===== src/rtl/la_pkg.sv =====
// Shared definitions for the logic-analyzer capture controller:
// acquisition state encoding and default bus widths.
package la_pkg;

   localparam int LA_ADDR_W = 10;
   localparam int LA_DATA_W = 8;

   typedef enum logic [2:0] {
      ST_IDLE      = 3'd0,
      ST_PRE_FILL  = 3'd1,
      ST_WAIT_TRIG = 3'd2,
      ST_POST      = 3'd3,
      ST_DONE      = 3'd4,
      ST_READ      = 3'd5
   } la_state_t;

endpackage


===== src/rtl/la_ring_ptr.sv =====
// Modulo-2**ADDR_W ring pointer: clear, load of (base - offset), or increment.
// Arithmetic wraps naturally at the register width.
module la_ring_ptr #(
   parameter int ADDR_W = 4
)(
   input  logic              CLK,
   input  logic              RST,
   input  logic              i_clr,
   input  logic              i_load,
   input  logic [ADDR_W-1:0] i_base,
   input  logic [ADDR_W-1:0] i_off,
   input  logic              i_inc,
   output logic [ADDR_W-1:0] o_ptr
);

   logic [ADDR_W-1:0] r_ptr;

   always_ff @(posedge CLK) begin
      if (RST || i_clr) begin
         r_ptr <= '0;
      end else if (i_load) begin
         r_ptr <= i_base - i_off;
      end else if (i_inc) begin
         r_ptr <= r_ptr + ADDR_W'(1);
      end
   end

   assign o_ptr = r_ptr;

endmodule


===== src/rtl/la_capture_ctrl.sv =====
// Capture window controller: pre-trigger ring fill, trigger arm, post-trigger
// count, then chronological readout addressing for the host.
module la_capture_ctrl
   import la_pkg::*;
#(
   parameter int ADDR_W = LA_ADDR_W,
   parameter int DATA_W = LA_DATA_W
)(
   input  logic              CLK,
   input  logic              RST,
   input  logic              START,
   input  logic              ABORT,
   input  logic              SAMPLE_EN,
   input  logic [DATA_W-1:0] DATA_IN,
   input  logic              TRIG_IN,
   input  logic              FORCE_TRIG,
   input  logic [ADDR_W-1:0] PRETRIG_LEN,
   input  logic              RD_NEXT,
   output logic              WR_EN,
   output logic [ADDR_W-1:0] WR_ADDR,
   output logic [DATA_W-1:0] WR_DATA,
   output logic [ADDR_W-1:0] RD_ADDR,
   output logic [ADDR_W-1:0] TRIG_ADDR,
   output logic              BUSY,
   output logic              DONE,
   output logic              RD_LAST
);

   localparam logic [ADDR_W-1:0] LAST_IDX = '1;

   la_state_t         r_state;
   logic [ADDR_W-1:0] r_pre;
   logic [ADDR_W-1:0] r_cnt;
   logic [ADDR_W-1:0] r_rd_cnt;
   logic [ADDR_W-1:0] r_trig_addr;
   logic [ADDR_W-1:0] r_wr_addr;
   logic [DATA_W-1:0] r_wr_data;
   logic              r_wr_en;
   logic              r_busy;
   logic              r_done;
   logic              r_rd_last;

   logic [ADDR_W-1:0] w_wr_ptr;
   logic [ADDR_W-1:0] w_rd_ptr;
   logic [ADDR_W-1:0] w_post_init;
   logic [ADDR_W-1:0] w_done_base;
   logic              w_busy_st;
   logic              w_sample;
   logic              w_trig;
   logic              w_trig_evt;
   logic              w_start_ok;
   logic              w_enter_done;
   logic              w_rd_step;

   always_comb begin
      w_busy_st    = (r_state == ST_PRE_FILL) || (r_state == ST_WAIT_TRIG) ||
                     (r_state == ST_POST);
      w_sample     = SAMPLE_EN && w_busy_st;
      w_trig       = SAMPLE_EN && (TRIG_IN || FORCE_TRIG);
      w_trig_evt   = (r_state == ST_WAIT_TRIG) && w_trig;
      w_post_init  = LAST_IDX - r_pre;
      w_start_ok   = (r_state == ST_IDLE) && START;
      w_enter_done = (w_trig_evt && (w_post_init == '0)) ||
                     ((r_state == ST_POST) && SAMPLE_EN && (r_cnt == ADDR_W'(1)));
      // With no post samples the trigger address is still the live write pointer.
      w_done_base  = (r_state == ST_WAIT_TRIG) ? w_wr_ptr : r_trig_addr;
      w_rd_step    = (r_state == ST_READ) && RD_NEXT && !r_rd_last;
   end

   la_ring_ptr #(.ADDR_W(ADDR_W)) u_wr_ptr (
      .CLK    (CLK),
      .RST    (RST),
      .i_clr  (ABORT || w_start_ok),
      .i_load (1'b0),
      .i_base ('0),
      .i_off  ('0),
      .i_inc  (w_sample),
      .o_ptr  (w_wr_ptr)
   );

   la_ring_ptr #(.ADDR_W(ADDR_W)) u_rd_ptr (
      .CLK    (CLK),
      .RST    (RST),
      .i_clr  (ABORT),
      .i_load (w_enter_done),
      .i_base (w_done_base),
      .i_off  (r_pre),
      .i_inc  (w_rd_step),
      .o_ptr  (w_rd_ptr)
   );

   always_ff @(posedge CLK) begin
      if (RST) begin
         r_state     <= ST_IDLE;
         r_pre       <= '0;
         r_cnt       <= '0;
         r_rd_cnt    <= '0;
         r_trig_addr <= '0;
         r_wr_addr   <= '0;
         r_wr_data   <= '0;
         r_wr_en     <= 1'b0;
         r_busy      <= 1'b0;
         r_done      <= 1'b0;
         r_rd_last   <= 1'b0;
      end else if (ABORT) begin
         r_state   <= ST_IDLE;
         r_pre     <= '0;
         r_cnt     <= '0;
         r_rd_cnt  <= '0;
         r_wr_addr <= '0;
         r_wr_data <= '0;
         r_wr_en   <= 1'b0;
         r_busy    <= 1'b0;
         r_done    <= 1'b0;
         r_rd_last <= 1'b0;
      end else begin
         r_wr_en <= w_sample;
         if (w_sample) begin
            r_wr_addr <= w_wr_ptr;
            r_wr_data <= DATA_IN;
         end
         case (r_state)
            ST_IDLE: begin
               // PRETRIG_LEN is ADDR_W wide, so it can never exceed DEPTH-1.
               if (START) begin
                  r_pre   <= PRETRIG_LEN;
                  r_cnt   <= '0;
                  r_busy  <= 1'b1;
                  r_state <= (PRETRIG_LEN == '0) ? ST_WAIT_TRIG : ST_PRE_FILL;
               end
            end
            ST_PRE_FILL: begin
               if (SAMPLE_EN) begin
                  r_cnt <= r_cnt + ADDR_W'(1);
                  if (r_cnt + ADDR_W'(1) == r_pre) begin
                     r_state <= ST_WAIT_TRIG;
                  end
               end
            end
            ST_WAIT_TRIG: begin
               if (w_trig) begin
                  r_trig_addr <= w_wr_ptr;
                  r_cnt       <= w_post_init;
                  if (w_post_init == '0) begin
                     r_state <= ST_DONE;
                     r_busy  <= 1'b0;
                     r_done  <= 1'b1;
                  end else begin
                     r_state <= ST_POST;
                  end
               end
            end
            ST_POST: begin
               if (SAMPLE_EN) begin
                  r_cnt <= r_cnt - ADDR_W'(1);
                  if (r_cnt == ADDR_W'(1)) begin
                     r_state <= ST_DONE;
                     r_busy  <= 1'b0;
                     r_done  <= 1'b1;
                  end
               end
            end
            ST_DONE: begin
               r_state   <= ST_READ;
               r_rd_cnt  <= '0;
               r_rd_last <= 1'b0;
            end
            ST_READ: begin
               if (RD_NEXT) begin
                  if (r_rd_last) begin
                     r_state   <= ST_IDLE;
                     r_done    <= 1'b0;
                     r_rd_last <= 1'b0;
                  end else begin
                     r_rd_cnt  <= r_rd_cnt + ADDR_W'(1);
                     r_rd_last <= (r_rd_cnt + ADDR_W'(1) == LAST_IDX);
                  end
               end
            end
            default: begin
               r_state <= ST_IDLE;
            end
         endcase
      end
   end

   assign WR_EN     = r_wr_en;
   assign WR_ADDR   = r_wr_addr;
   assign WR_DATA   = r_wr_data;
   assign RD_ADDR   = w_rd_ptr;
   assign TRIG_ADDR = r_trig_addr;
   assign BUSY      = r_busy;
   assign DONE      = r_done;
   assign RD_LAST   = r_rd_last;

endmodule


===== config.mk =====
export PLATFORM = sky130hd
export DESIGN_NAME = la_capture_ctrl
export DESIGN_NICKNAME = d
export VERILOG_FILES = /design/src/rtl/la_pkg.sv /design/src/rtl/la_ring_ptr.sv /design/src/rtl/la_capture_ctrl.sv
export SDC_FILE = /design/constraint.sdc
export NUM_CORES = 1
export LEC_CHECK = 0
export BUFFER_PORTS_ARGS = -buffer_cell sky130_fd_sc_hd__clkbuf_2
export CAP_MARGIN = 10
export CELL_PAD_IN_SITES_DETAIL_PLACEMENT = 1
export CELL_PAD_IN_SITES_GLOBAL_PLACEMENT = 1
export CORE_MARGIN = 3
export CORE_UTILIZATION = 46
export DETAILED_ROUTE_END_ITERATION = 8
export PLACE_DENSITY = 0.95
export SETUP_SLACK_MARGIN = 0.05
export SKIP_CTS_REPAIR_TIMING = 1
export SLEW_MARGIN = 10
export SYNTH_ARGS = -nofsm -noshare
export SYNTH_HDL_FRONTEND = slang
export SYNTH_SLANG_ARGS = --single-unit

===== constraint.sdc =====
create_clock -name CLK -period 5.1 [get_ports CLK]
set_input_delay 0.765 -clock CLK [delete_from_list [all_inputs] [get_ports CLK]]
set_output_delay 0.765 -clock CLK [all_outputs]
set_load 0.01 [all_outputs]

==> key figures, run 1 <==
Clocking
  • Clk_lat worst skew: 0.36 ns
  • Root buf cell: clkbuf_16
  • CTS tree: done
  • CTS sink count: 85
  • Clock buffer count from CTS: 9
  • Clock transition at path regs: 0.07 ns
  • Max Root-Sink Buffers: 2
  • H-tree depth: 3

Yosys
  • Multiplexer area fraction after synthesis: 3.09%
  • Mapped Area: 5190 sq um
  • Seq cells post-synth: 85
  • Synth top area cells: dfxtp_1, nand2_1, a21oi_1
  • Synth area leader: dfxtp_1
  • Synth Area in Simple Gates: 28.8%
  • Post-Syn Instances: 689
  • Post-synth EDFFs: 0
  • Sequential area share after synthesis: 32.8%
  • Asr flop ratio synth: 0%
  • Most frequent cell after synthesis: nand2_1
  • Commonest cells post-synth: nand2_1, dfxtp_1, nor2_1
  • Largest family of logic cells by synthesized area: simple AND/OR/NAND/NOR gates
  • Synth cell types: 66
  • Top FF cell, synth: dfxtp_1
  • YS warnings: 0
  • Synthesized area per cell: 7.53 sq um
  • Post-Synth XOR/XNOR Area: 6.92%
  • Adder-cell share of the synthesized area: 4.25%
  • Yosys top cell area share: 32.8%
  • Complex-gate fraction of the synthesized area: 19.0%
  • Syn nets: 732

STA
  • Fin crit share: 71.5%
  • FMAX: 274 MHz
  • RSZ-0062 raised after global routing: no
  • Post-layout worst setup margin: 1.45 ns
  • Final Slew Violations: 0
  • Setup TNS: 0 ns
  • Slew HR: 32.9%
  • Period minus WS final: 3.65 ns
  • Clock Skews: 0.00918 ns
  • Worst Tran Pin Value: 1.01 ns
  • Final Setup Violations: 0
  • Final Hold Viols: 0

Pwr
  • Flop pwr share: 46.2%
  • Final Power: 1.47 mW
  • Switching Power: 0.412 mW
  • Internal: 1.05 mW
  • Combinational power share: 9.7%
  • Net Sw Frac: 28.1%
  • P per Cell Area: 251 nW/um^2
  • Clk pwr share: 44.1%
  • VDD IR max: 0.180 mV
  • Leak Pwr: 2.21 nW

Routing
  • Drt initial violations: 323
  • Via/cell ratio: 6.07
  • Drt first pass iters: 5
  • ANT nets after route: 0
  • Via count: 5303
  • Remaining DRCs: 0
  • Total Wirelength: 17100 um
  • Routed length per placed instance: 19.6 um

Worst setup path
  • Crit path buf inv count: 2
  • CP Launch Type: register
  • CP peak stage delay: 0.69 ns
  • WP data arrival: 3.90 ns
  • Endpoint kind of the worst setup timing path: register
  • Crit Path Max Fanout: 35
  • Flop2flop setup slack: 1.45 ns
  • CP Cell Sequence: buf_4, or3b_2, mux2i_1, ha_1, inv_1, fa_1, a21o_1, a21oi_1, o21bai_1, o21ai_0, mux2i_1, a2111oi_2
  • Slowest-stage cell, CP: or3b_2
  • CP delay by family, top: compound AO/OA/AOI/OAI gates
  • Critical path class: register to register
  • CP most frequent cell: mux2i_1
  • Critical Path RT: 5.35 ns

Outcome
  • Status: finished, final reports clean

Floorplanning
  • Die area: 12600 sq um
  • Initial Util: 47.4%
  • Die Wd: 112 um
  • Die height: 112 um
  • Num rows: 38
  • Core Region: 10900 sq um
  • Top-level port count: 68

Finish
  • Final instance area: 5840 sq um
  • Final non-filler cell total: 874
  • Layout area overhead: 12.6%
  • ANT cells: 0
  • Nets: 772
  • Layout cells sized above 1: 14.2%

Global route
  • Largest net degree at the start of global routing: 47
  • Overflow after GRT: 0
  • First-pass GRT wire length: 28100 um
  • Vias in the first global route: 5505
  • Initial antenna violation count: 0
  • GRT Total Usage: 27.4%

Placed design
  • PortBufs: 67
  • Area post-placement: 5560 sq um
  • Place WS: 1.54 ns
  • Final Wtd Congestion: 0.959
  • Placed cells: 858
  • Hpwl dp: 12600 um

Run
  • Max-Cap Viols: 0

Worst hold path
  • Min-Delay Path Class: register to register
-- worst paths after layout --
kind / start / endpoint / depth (start not counted)
worst min register to register: WR_DATA[3] / WR_DATA[3] / 2
worst min-delay path: WR_DATA[3] / WR_DATA[3] / 2
worst max-delay path: r_state[0] / u_rd_ptr.o_ptr[8] / 12
worst max register to register: r_state[0] / u_rd_ptr.o_ptr[8] / 12
-- layout make-up --
class	instances	area [sq um]
Timing Repair Buffer	73	380
Multi-Input combinational cell	540	3230
Tap cell	140	175
Clock inverter	7	57.6
Fill cell	1392	5090
Sequential cell	85	1700
Clock buffer	9	225
Inverter	20	75.1
-- cells by family after synthesis --
family                     after synthesis
and+or+nand+nor                        311
AOI/OAI and AO/OA                      155
DFF                                     85
buffers and inverters                   64
xor gates and xnor gates                41
adders and majority gates               17
muxes                                   16
-- registers in the layout, summed over array words and instances (netlist names), 3 cells and up --
name / cells
TRIG_ADDR: 10
WR_ADDR: 10
r_cnt: 10
r_pre: 10
r_rd_cnt: 10
u_rd_ptr.o_ptr: 10
u_wr_ptr.o_ptr: 10
WR_DATA: 8
r_state: 3
-- power by group through the flow --
stage | Sequential (mW) | Combinational (mW) | Clock [mW]
floorplan | 0.689 | 0.0948 | 0
global placement | 0.692 | 0.133 | 0
detailed placement | 0.693 | 0.139 | 0
CTS | 0.677 | 0.141 | 0.651
global route | 0.678 | 0.156 | 0.680
finish | 0.678 | 0.142 | 0.646
-- stage by stage --
stage               hold WS [ns]  utilization (%)
global placement           0.442             50.8
global route               0.490             53.4
finish                     0.456             53.4
CTS                        0.461             53.4
floorplan                  0.462                -
detailed placement         0.450             50.8
-- worst min-delay path: stages (launching register included) --
cell and delay [ns]:
dfxtp_1 0.31, nand2_1 0.05, a21oi_1 0.05
-- per-layer routing --
metal / part of all wire [%] / wire (um) / vias up / GRT usage [%]
li1: - / - / 2491 / -
met1: 41 / 7050 / 2606 / 34.0
met2: 51 / 8710 / 160 / 47.7
met3: 5.0 / 860 / 46 / 3.94
met4: 3.0 / 516 / 0 / 11.3
met5: 0 / 0 / - / 0
-- cell usage in the layout, fill, tap and decap left out, types with 5 or more instances in the layout --
cell	n
o21ai_0	20
xor2_1	19
clkbuf_16	9
nor2b_1	6
buf_4	6
and3_1	8
nor4_1	7
a31oi_1	7
nand2b_1	5
a211oi_1	5
nand4_1	9
dfxtp_1	85
nand2_1	127
nand3b_1	5
o211ai_1	5
ha_1	16
nor2_1	72
a22oi_1	8
o21a_1	6
mux2i_1	16
inv_1	19
xnor2_1	22
nor3_1	18
clkbuf_2	67
or3_1	6
a21oi_1	66
nand3_1	19
No activity file was read; power rests on OpenSTA's default activity.
==> run 2, diff against run 1 <==
CORE_UTILIZATION = 43   (was 46)
PLACE_DENSITY = 0.93   (was 0.95)
clock period = 3.7 ns   (was 5.1 ns; I/O delays follow)
==> run 2 against run 1 <==
Register-to-register slack worse by 0.86 ns. Global-route usage down 1.2 points. Worst hold slack worse by 0.026 ns. Sequential power up 38%. Sequential share of layout area about the same. The run now ends with DRC left. Cell area up 0.17%. Largest cell class unchanged. Flip-flop and latch count unchanged. Clock power up 34%. Wire length up 1.1%. Largest power group unchanged. Clock skew down 0.0029 ns.
==> key figures, run 2 (synthesized netlist as in run 1, its figures left out) <==
Outcome
  • Status: finished, violations left
  • Failing checks: DRC

Floorplanning
  • Die area: 13400 sq um (+6.6%)
  • Num rows: 39 (+2.6%)
  • Core Region: 11600 sq um (+6.2%)
  • Initial Util: 44.7% (-2.8 points)
  • Die Wd: 116 um (+3.2%)
  • Top-level port count: 68 (unchanged)
  • Die height: 116 um (+3.2%)

STA
  • Period minus WS final: 3.10 ns (-0.543 ns)
  • Setup TNS: 0 ns (unchanged)
  • FMAX: 322 MHz (+17%)
  • Final Hold Viols: 0 (unchanged)
  • Slew HR: 29.3% (-3.6 points)
  • Final Slew Violations: 0 (unchanged)
  • Final Setup Violations: 0 (unchanged)
  • Clock Skews: 0.00626 ns (-0.00291 ns)
  • Fin crit share: 83.9% (+12 points)
  • Worst Tran Pin Value: 1.05 ns (+0.0479 ns)
  • RSZ-0062 raised after global routing: no

Pwr
  • Clk pwr share: 43.4% (-0.7 points)
  • Internal: 1.45 mW (+37%)
  • Net Sw Frac: 27.5% (-0.63 points)
  • Leak Pwr: 2.22 nW (+0.74%)
  • VDD IR max: 0.235 mV (+31%)
  • Flop pwr share: 46.8% (+0.6 points)
  • Switching Power: 0.548 mW (+33%)
  • Final Power: 2.00 mW (+36%)
  • P per Cell Area: 341 nW/um^2 (+36%)
  • Combinational power share: 9.8% (about the same)

Clocking
  • Clk_lat worst skew: 0.35 ns (about the same)
  • H-tree depth: 3 (unchanged)
  • CTS tree: done
  • CTS sink count: 85 (unchanged)
  • Clock transition at path regs: 0.07 ns (about the same)
  • Max Root-Sink Buffers: 2 (unchanged)
  • Root buf cell: clkbuf_16
  • Clock buffer count from CTS: 9 (unchanged)

Worst setup path
  • Critical path class: register to register
  • Flop2flop setup slack: 0.60 ns (-0.86 ns)
  • R2R cell count: 11 (-1)
  • Reg2reg start: r_state[1]
  • Critical Path RT: 3.95 ns (-1.40 ns)
  • Endpoint kind of the worst setup timing path: register
  • Crit Path Max Fanout: 3 (-91%)
  • WP data arrival: 3.36 ns (-0.54 ns)
  • FF-to-FF End: u_rd_ptr.o_ptr[8]
  • CP Launch Type: register

Worst hold path
  • Hold-critical path depth: 3 (+1)
  • Min-Delay Path Class: input pin to register
  • Hold path start: DATA_IN[5]
  • Worst hold endpoint: WR_DATA[5]

Finish
  • Most frequent cells in the layout: nand2_1, dfxtp_1, nor2_1
  • Nets: 774 (+0.26%)
  • ANT cells: 0 (unchanged)
  • Layout area overhead: 12.8%
  • Layout cells sized above 1: 14.3% (+0.12 points)
  • Most common cell after layout, fill and taps aside: nand2_1

Routing
  • Via count: 5316 (+0.25%)
  • Via/cell ratio: 6.05 (-0.21%)
  • Total Wirelength: 17300 um (+1.1%)
  • Remaining DRCs: 1 (+1)
  • Routed length per placed instance: 19.7 um (+0.61%)
  • ANT nets after route: 0 (unchanged)
  • Drt initial violations: 347 (+7.4%)
  • Drt first pass iters: 9 (+4)

Placed design
  • Final Wtd Congestion: 0.976 (+1.8%)
  • PortBufs: 67 (unchanged)
  • Hpwl dp: 12400 um (-1.7%)

Global route
  • GRT Total Usage: 26.2% (-1.2 points)
  • First-pass GRT wire length: 27800 um (-0.94%)
  • Initial antenna violation count: 0 (unchanged)
  • Largest net degree at the start of global routing: 34 (-28%)
  • Overflow after GRT: 0 (unchanged)
  • Vias in the first global route: 5482 (-0.42%)

Run
  • Max-Cap Viols: 0 (unchanged)
## run 2: changes by cell type in the layout (fill, tap and decap cells not counted)
cell        before  now
clkinv_4         1    4
buf_4            6    8
inv_6            3    1
clkinv_2         0    1
clkinvlp_4       3    0
## run 2: area by class of cell
class / count / area, sq um
tap: 143 / 179
inverter: 20 / 75.1
fill: 1481 / 5760
clock inverter: 6 / 48.8
timing repair buffer: 75 / 395
multi-input combinational: 540 / 3230
sequential: 85 / 1700
clock buffer: 9 / 225
## run 2: worst max path at each step
stage / start / end / slack [ns]
finish: r_state[1] / u_rd_ptr.o_ptr[8] / 0.60
global route: r_state[1] / u_rd_ptr.o_ptr[8] / 0.35
CTS: r_state[1] / u_rd_ptr.o_ptr[8] / 0.61
detailed placement: r_state[1] / u_rd_ptr.o_ptr[8] / 0.61
global placement: r_state[1] / u_rd_ptr.o_ptr[8] / 0.81
floorplan: r_state[0] / u_rd_ptr.o_ptr[8] / 0.46
## run 2: power groups by stage
| stage | clock network, mW | registers (mW) | logic [mW] |
|---|---|---|---|
| 2_1_floorplan | 0 | 0.950 | 0.131 |
| 3_3_place_gp | 0 | 0.954 | 0.181 |
| 3_5_place_dp | 0 | 0.955 | 0.190 |
| 4_1_cts | 0.878 | 0.934 | 0.193 |
| 5_1_grt | 0.917 | 0.935 | 0.214 |
| 6_report | 0.866 | 0.935 | 0.195 |
## run 2: critical path, stage by stage (launching register included)
cell and delay (ns):
dfxtp_1 0.36, or3b_2 0.49, mux2i_1 0.19, ha_1 0.20
inv_1 0.06, fa_1 0.39, a21o_1 0.19, a21oi_1 0.23
o21bai_1 0.13, o21ai_0 0.29, mux2i_1 0.14, a2111oi_2 0.34
## run 2: per-layer routing
| layer | share of wire (%) | vias to the layer above | global-route usage (%) |
|---|---|---|---|
| li1 | - | 2492 | - |
| met1 | 42 | 2603 | 32.2 |
| met2 | 50 | 176 | 44.7 |
| met3 | 5.5 | 45 | 4.96 |
| met4 | 2.9 | 0 | 11.3 |
| met5 | 0 | - | 0 |
## run 2: through the flow
step | hold slack (ns) | setup slack, ns | cells | area [sq um] | utilization (%)
detailed placement | 0.456 | 0.606 | 863 | 5580 | 48.0
global placement | 0.443 | 0.809 | 863 | 5580 | 48.0
CTS | 0.420 | 0.614 | 878 | 5850 | 50.4
global route | 0.431 | 0.348 | 878 | 5850 | 50.4
finish | 0.430 | 0.596 | 878 | 5850 | 50.4
floorplan | 0.462 | 0.462 | 689 | 5190 | -
==> run 3, diff against run 2 <==
CORE_UTILIZATION = 39   (was 43)
PLACE_DENSITY = 0.89   (was 0.93)
clock period = 2.7 ns   (was 3.7 ns; I/O delays follow)
==> run 3 against run 2 <==
The run ends with setup timing left. Critical path depth rose by 1. Clock power rose by 48%. Non-clock buffer count is 18 higher. Sequential share of layout area shrank 1.5 points. Largest cell class unchanged. Final cell count grew 5.5%. Clock skew up 0.0048 ns. Critical endpoint is now u_rd_ptr.o_ptr[6].
==> key figures, run 3 (synthesized netlist as in run 1, its figures left out) <==
Worst setup path
  • Crit path from: r_state[2]
  • Crit path buf inv count: 2 (+1)
  • WP data arrival: 3.07 ns (-0.29 ns)
  • CP Cell Sequence: or3b_4, mux2i_2, ha_2, inv_2, fa_2, a21o_1, a21oi_2, o21bai_2, buf_4, a211o_1, nand2_1, a211oi_2
  • Critical Path RT: 2.93 ns (-1.02 ns)
  • CP delay by family, top: compound AO/OA/AOI/OAI gates
  • FF-to-FF End: u_rd_ptr.o_ptr[6]
  • Endpoint kind of the worst setup timing path: register
  • CP peak stage delay: 0.41 ns (-0.08 ns)
  • Reg2reg start: r_state[2]
  • CP Launch Type: register
  • Flop2flop setup slack: -0.14 ns (-0.74 ns)
  • R2R cell count: 12 (+1)
  • Critical path class: register to register
  • Crit Path Max Fanout: 2 (-1)
  • Slowest-stage cell, CP: or3b_4

Worst hold path
  • Worst hold endpoint: WR_DATA[0]
  • Hold-critical path depth: 3 (unchanged)
  • Hold path start: DATA_IN[0]
  • Min-Delay Path Class: input pin to register

Clocking
  • H-tree depth: 3 (unchanged)
  • Root buf cell: clkbuf_16
  • Clock transition at path regs: 0.07 ns (about the same)
  • Clock buffer count from CTS: 9 (unchanged)
  • CTS sink count: 85 (unchanged)
  • CTS tree: done
  • Max Root-Sink Buffers: 2 (unchanged)
  • Clk_lat worst skew: 0.36 ns (about the same)

Routing
  • Drt initial violations: 431 (+24%)
  • ANT nets after route: 0 (unchanged)
  • Routed length per placed instance: 20.7 um (+5.0%)
  • Drt first pass iters: 5 (-4)
  • Via/cell ratio: 5.95 (-1.7%)
  • Remaining DRCs: 0 (-1)
  • Via count: 5512 (+3.7%)
  • Total Wirelength: 19200 um (+11%)

Outcome
  • Status: finished, violations left
  • Failing checks: setup timing

STA
  • Clock Skews: 0.0111 ns (+0.00484 ns)
  • Slew HR: 48.1% (+19 points)
  • FMAX: 352 MHz (+9.3%)
  • RSZ-0062 raised after global routing: yes
  • Post-layout worst setup margin: -0.141 ns (-0.737 ns)
  • Period minus WS final: 2.84 ns (-0.263 ns)
  • Final Slew Violations: 0 (unchanged)
  • Fin crit share: 105% (+21 points)
  • Setup TNS: -0.353 ns (-0.353 ns)
  • Final Hold Viols: 0 (unchanged)
  • Final Setup Violations: 4 (+4)
  • Worst Tran Pin Value: 0.771 ns (-0.284 ns)

Global route
  • Met3 usage: 4.29% (-0.67 points)
  • GRT Total Usage: 25.1% (-1.1 points)
  • Vias in the first global route: 5749 (+4.9%)
  • Initial antenna violation count: 0 (unchanged)
  • First-pass GRT wire length: 29400 um (+5.8%)
  • Overflow after GRT: 0 (unchanged)
  • Met1 GRT Util: 29.9% (-2.3 points)
  • Met2 usage: 43.3% (-1.4 points)
  • Largest net degree at the start of global routing: 34 (unchanged)
  • Grt peak-use layer: met2

Pwr
  • P per Cell Area: 465 nW/um^2 (+36%)
  • Final Power: 2.87 mW (+44%)
  • VDD IR max: 0.335 mV (+43%)
  • Leak Pwr: 2.34 nW (+5.2%)

Finish
  • Util after Layout: 48.3% (-2.1 points)
  • ANT cells: 0 (unchanged)
  • Layout area overhead: 19.3%
  • Layout cells sized above 1: 19.5% (+5.2 points)
  • Most frequent cells in the layout: nand2_1, dfxtp_1, nor2_1
  • Nets: 792 (+2.3%)
  • Final instance area: 6190 sq um (+5.8%)
  • Most common cell after layout, fill and taps aside: nand2_1

Floorplanning
  • Initial Util: 40.4% (-4.2 points)
  • Die Wd: 121 um (+4.7%)
  • Die height: 121 um (+4.7%)
  • Die area: 14700 sq um (+9.7%)
  • Num rows: 41 (+5.1%)
  • Top-level port count: 68 (unchanged)
  • Core Region: 12800 sq um (+10%)

Placed design
  • Final Wtd Congestion: 0.912 (-6.6%)
  • Hpwl dp: 13100 um (+5.9%)
  • PortBufs: 67 (unchanged)
  • Place WS: -0.155 ns (-0.761 ns)
  • Area post-placement: 5720 sq um (+2.6%)

Run
  • Max-Cap Viols: 0 (unchanged)
==> run 3: area by class of cell <==
cell class	count	area, sq um
clock buffers	11	233
clock inverters	5	60.1
fillers	1635	6640
inverters	20	75.1
multi-input cells	540	3340
flip-flops and latches	85	1710
well taps	172	215
repair buffers	93	556
==> run 3: metrics by stage <==
stage / hold WS (ns) / cells
after floorplan: 0.462 / 689
after global placement: 0.442 / 905
after detailed placement: 0.448 / 905
after CTS: 0.265 / 921
after global routing: 0.279 / 926
final: 0.271 / 926
==> run 3: tightest hold or removal path: stages <==
cell and delay, ns:
clkbuf_2 0.08, nand2_1 0.05, a21oi_1 0.05
==> run 3: report_power, final <==
part,internal [mW],switching [mW]
registers,1.26,0.0160
clock network,0.722,0.561
logic,0.116,0.195
==> run 3: layer usage <==
metal / up-vias / share of wire (%)
met5: - / 0
li1: 2535 / -
met2: 200 / 50
met4: 0 / 4.9
met1: 2707 / 40
met3: 70 / 5.0
==> run 3: worst max-delay path by stage <==
stage / end / slack, ns / cells after the start
floorplan: u_rd_ptr.o_ptr[8] / -0.16 / 14
global placement: u_rd_ptr.o_ptr[8] / 0.12 / 11
detailed placement: u_rd_ptr.o_ptr[8] / -0.16 / 12
CTS: u_rd_ptr.o_ptr[8] / -0.25 / 11
global route: u_rd_ptr.o_ptr[8] / -0.23 / 11
finish: u_rd_ptr.o_ptr[6] / -0.14 / 12
